[src/rtl/mem_port_arbiter.sv]
// Two-requester arbiter: shares one memory request port between instruction
// fetch and load/store. At most one transaction is in flight; each response
// is routed back to the requester that owns the current transaction.
module mem_port_arbiter #(
    parameter int unsigned ADDR_W       = 32,
    parameter int unsigned DATA_W       = 32,
    parameter int unsigned STARVE_LIMIT = 4
) (
    input  logic                clk,
    input  logic                rst,
    input  logic                if_req_valid,
    input  logic [ADDR_W-1:0]   if_req_addr,
    output logic                if_req_ready,
    output logic                if_resp_valid,
    output logic [DATA_W-1:0]   if_resp_rdata,
    input  logic                ls_req_valid,
    input  logic                ls_req_write,
    input  logic [ADDR_W-1:0]   ls_req_addr,
    input  logic [DATA_W-1:0]   ls_req_wdata,
    input  logic [DATA_W/8-1:0] ls_req_wstrb,
    output logic                ls_req_ready,
    output logic                ls_resp_valid,
    output logic [DATA_W-1:0]   ls_resp_rdata,
    output logic                mem_req_valid,
    output logic                mem_req_write,
    output logic [ADDR_W-1:0]   mem_req_addr,
    output logic [DATA_W-1:0]   mem_req_wdata,
    output logic [DATA_W/8-1:0] mem_req_wstrb,
    input  logic                mem_req_ready,
    input  logic                mem_resp_valid,
    input  logic [DATA_W-1:0]   mem_resp_rdata
);

    localparam int unsigned SW = ($clog2(STARVE_LIMIT + 1) < 1) ? 1 : $clog2(STARVE_LIMIT + 1);
    localparam logic [SW-1:0] LIMIT = SW'(STARVE_LIMIT);

    typedef enum logic [1:0] {IDLE, ISSUE, WAIT} state_t;

    state_t        state, state_nx;
    logic          own;
    logic [SW-1:0] starve_cnt;
    logic          ls_win;
    logic          if_win;
    logic          resp_fire;

    // Load/store wins ties unless fetch has been passed over STARVE_LIMIT times.
    always_comb begin
        ls_win = ls_req_valid && !(if_req_valid && (starve_cnt == LIMIT));
        if_win = if_req_valid && !ls_win;
    end

    // Next state, upstream readys and response routing.
    always_comb begin
        state_nx      = state;
        if_req_ready  = 1'b0;
        ls_req_ready  = 1'b0;
        resp_fire     = 1'b0;
        case (state)
            IDLE: begin
                if (ls_win || if_win) begin
                    ls_req_ready = ls_win;
                    if_req_ready = if_win;
                    state_nx     = ISSUE;
                end
            end
            ISSUE: begin
                if (mem_req_ready) begin
                    resp_fire = mem_resp_valid;
                    state_nx  = mem_resp_valid ? IDLE : WAIT;
                end
            end
            WAIT: begin
                if (mem_resp_valid) begin
                    resp_fire = 1'b1;
                    state_nx  = IDLE;
                end
            end
            default: state_nx = IDLE;
        endcase
        if_resp_valid = resp_fire && !own;
        ls_resp_valid = resp_fire && own;
        if_resp_rdata = mem_resp_rdata;
        ls_resp_rdata = mem_resp_rdata;
        mem_req_valid = (state == ISSUE);
    end

    // State, owner, starvation counter and latched request fields.
    always_ff @(posedge clk or posedge rst) begin
        if (rst) begin
            state         <= IDLE;
            own           <= 1'b0;
            starve_cnt    <= '0;
            mem_req_write <= 1'b0;
            mem_req_addr  <= '0;
            mem_req_wdata <= '0;
            mem_req_wstrb <= '0;
        end else begin
            state <= state_nx;
            if (state == IDLE) begin
                if (ls_win) begin
                    own           <= 1'b1;
                    mem_req_write <= ls_req_write;
                    mem_req_addr  <= ls_req_addr;
                    mem_req_wdata <= ls_req_wdata;
                    mem_req_wstrb <= ls_req_wstrb;
                    if (!if_req_valid)
                        starve_cnt <= '0;
                    else if (starve_cnt != LIMIT)
                        starve_cnt <= starve_cnt + 1'b1;
                end else if (if_win) begin
                    own           <= 1'b0;
                    mem_req_write <= 1'b0;
                    mem_req_addr  <= if_req_addr;
                    mem_req_wdata <= '0;
                    mem_req_wstrb <= '0;
                    starve_cnt    <= '0;
                end
            end
        end
    end

endmodule
[config.mk]
export PLATFORM = sky130hd
export DESIGN_NAME = mem_port_arbiter
export DESIGN_NICKNAME = d
export VERILOG_FILES = /design/src/rtl/mem_port_arbiter.sv
export SDC_FILE = /design/constraint.sdc
export NUM_CORES = 1
export LEC_CHECK = 0
export ABC_AREA = 1
export ABC_CLOCK_PERIOD_IN_PS = 3750
export CAP_MARGIN = 0
export CORE_MARGIN = 2
export CORE_UTILIZATION = 39
export CTS_BUF_LIST = sky130_fd_sc_hd__clkbuf_4 sky130_fd_sc_hd__clkbuf_8 sky130_fd_sc_hd__clkbuf_16
export DETAILED_ROUTE_END_ITERATION = 8
export GPL_ROUTABILITY_DRIVEN = 0
export GPL_TIMING_DRIVEN = 0
export PLACE_DENSITY = 0.87
export SYNTH_ARGS = -nofsm -noshare
export SYNTH_HDL_FRONTEND = slang
export SYNTH_SLANG_ARGS = --single-unit
[constraint.sdc]
create_clock -name clk -period 3.75 [get_ports clk]
set_clock_uncertainty 0.05 [all_clocks]
set_input_delay 0.5625 -clock clk [delete_from_list [all_inputs] [get_ports clk]]
set_output_delay 0.5625 -clock clk [all_outputs]
set_load 0.01 [all_outputs]
==> impl_metrics.tcl <==
set metrics [dict create \
    status "finished clean" \
    cap_violations 0 \
    utilization 0.675 \
    yosys_register_bits 75 \
    cp_max_fo 10 \
    dieHeight_um 107 \
    ctsHoldBuffers 0 \
    dpl.hpwl_um 9900 \
    rsz0062_at_grt "no" \
    clk_latency_ps 340 \
    yosysWarnings 0 \
    syn_area_per_cell_sq_um 7.45 \
    n_antenna_cell 0 \
    p_sw_mw 1.57 \
    grt_overflow 0 \
    grt-busiest-layer "met2" \
    synth_top_area_cell "dfrtp_1" \
    synth_area_sq_mm 0.00411 \
    synth_top_area_share 0.456 \
    cts.sinks 75 \
    slew_violations 0 \
    tightest_slew_ps 443 \
    regArea_sq_mm 0.00188 \
    ant_nets 0 \
    multiInputGateArea_sq_mm 0.00133 \
    min_period_ps 3130 \
    min_path_type "flop to flop" \
    ios 277 \
    yosysUniqueCellTypes 19 \
    routed_wl_um 12700 \
    num-fill-cells 900 \
    h-tree-depth 3 \
    nNetsFinal 951 \
    drive_gt1_frac 0.128 \
    drc_errors 0 \
    fp-row-count 37 \
    dr.pass1.iters 4 \
    cp.arrival_ps 2520 \
    wl_per_cell_um 13.4 \
    clockBufferDepth 2 \
    period_share 0.835 \
    end_kind "output pin" \
    postCtsSetupRepairBufs 0 \
    initial_core_util 0.400 \
    cts_inserted_buffers 9 \
    setup_viol 0 \
    ys_seq_area_frac 0.456 \
    port_buffers 243 \
    first_global_vias 4236 \
    grt.total_usage 0.227 \
    path_clk_slew_ps 80 \
    power_leakage_nw 3.60 \
    worstPathRequired_ps 3140 \
    grt_max_degree 58 \
    use_met1 0.257 \
    slew_headroom 0.705 \
    gr-usage-met3 0.0766 \
    irDropWorstVdd_v 0.000328 \
    area_growth_pct 68.7 \
    crit_path_start_kind "input port" \
    setup_tns_ps 0 \
    cts_root_buffer "clkbuf_8" \
    die_area_sq_mm 0.0114 \
    crit_type "input port to output pin" \
    power_density_mw_per_mm2 603 \
    vias_per_cell 4.45 \
    power_frac_comb 0.521 \
    p_sw_frac 0.376 \
    internal_power_mw 2.61 \
    clockPowerShare 0.148 \
    gr-usage-met2 0.403 \
    cts_tree "built" \
    finalHoldViolations 0 \
    ctsResizeCount 0 \
    fmax_ghz 0.319 \
    synth_area_leaders "dfrtp_1 46%, nand2_1 20%, buf_4 12%" \
    core_sq_mm 0.0103 \
    drt-initial-drc-count 200 \
    grt_pass1_wl_um 20200 \
    synth_nets 696 \
    die_x_um 107 \
    antenna_found_initial 0 \
    num_vias 4216 \
    seqPwrFrac 0.331 \
    syn_inst 552 \
]
layer usage:
layer	share of wire	up-vias
li1	-	2088
met4	0.022	0
met2	0.50	178
met3	0.088	20
met5	0	-
met1	0.39	1930
registers in the layout, summed over array words and instances, names as in the netlist:
register	flops
starve_cnt	3
state	2
own	1
mem_req_write	1
mem_req_wdata	32
mem_req_wstrb	4
mem_req_addr	32
critical path, cell delays in order:
cell	delay, ps
clkdlybuf4s50_1	570
nand3_2	210
nand2_2	220
buf_2	250
nand2_1	70
nor2_1	80
clkdlybuf4s50_1	560
path summary, 6_finish.rpt:
| path | from | endpoint | slack [ps] | cells after the start |
|---|---|---|---|---|
| max reg2reg | state[0] | mem_req_wdata[22] | 1970 | 8 |
| max in group asynchronous | rst | mem_req_addr[16] | 2600 | 3 |
| min in group asynchronous | rst | mem_req_wdata[6] | 480 | 2 |
| min | mem_req_addr[1] | mem_req_addr[1] | 430 | 2 |
| max | if_req_valid | if_req_ready | 620 | 7 |
| min reg2reg | mem_req_addr[1] | mem_req_addr[1] | 430 | 2 |
synth_stat cells:
master    instances
a21oi_4           1
nand2_2           1
o21ai_1           1
o21ai_0           3
ha_1              5
xnor2_1           1
buf_6             3
buf_2            13
dfrtp_1          75
nand3_1          67
o21bai_1          1
nand4_1           1
nand3_2           1
inv_1            76
nor2_1            6
buf_4            64
clkbuf_1          8
nand2_1         222
inv_2             3
cell usage in the layout (no fill, tap or decap), drive strengths merged:
cell / instances
buf: 81
a21oi: 1
clkdlybuf4s50: 243
nand4: 1
xnor2: 1
clkinv: 4
nand3: 68
dfrtp: 75
inv: 79
ha: 5
clkinvlp: 2
o21bai: 1
o21ai: 4
bufinv: 1
nor2: 6
nand2: 223
clkbuf: 17
power groups by stage:
stage | clock, mW | combinational (mW) | sequential [mW]
after detailed placement | 0 | 2.20 | 1.39
after floorplan | 0 | 0.865 | 1.54
after global placement | 0 | 2.15 | 1.38
after CTS | 0.641 | 2.21 | 1.38
after global routing | 0.676 | 2.42 | 1.43
final | 0.617 | 2.18 | 1.38
through the flow:
step	power, mW	cell area, sq um	hold WS (ps)	worst slack (ps)	cells
floorplan	2.41	4110	423	1230	552
global placement	3.54	6710	411	-99.9	931
detailed placement	3.59	6740	414	577	932
CTS	4.24	6940	435	569	948
global route	4.52	6940	451	456	948
finish	4.18	6940	431	619	948
cells by family after synthesis:
group,share of synthesized area
AND/OR/NAND/NOR,0.295
adder cells (fa/ha/maj),0.0152
XOR/XNOR,0.00213
flip-flops,0.456
buffers and inverters,0.220
AO/OA/AOI/OAI,0.0107
layout make-up:
class,count,share of cell area
Multi-Input combinational cell,310,0.192
Clock inverter,7,0.00992
Clock buffer,9,0.0179
Inverter,79,0.0431
Buffer,88,0.0878
Sequential cell,75,0.271
Tap cell,136,0.0245
Timing Repair Buffer,244,0.355
Note: power is estimated with default switching activity, not from simulation.
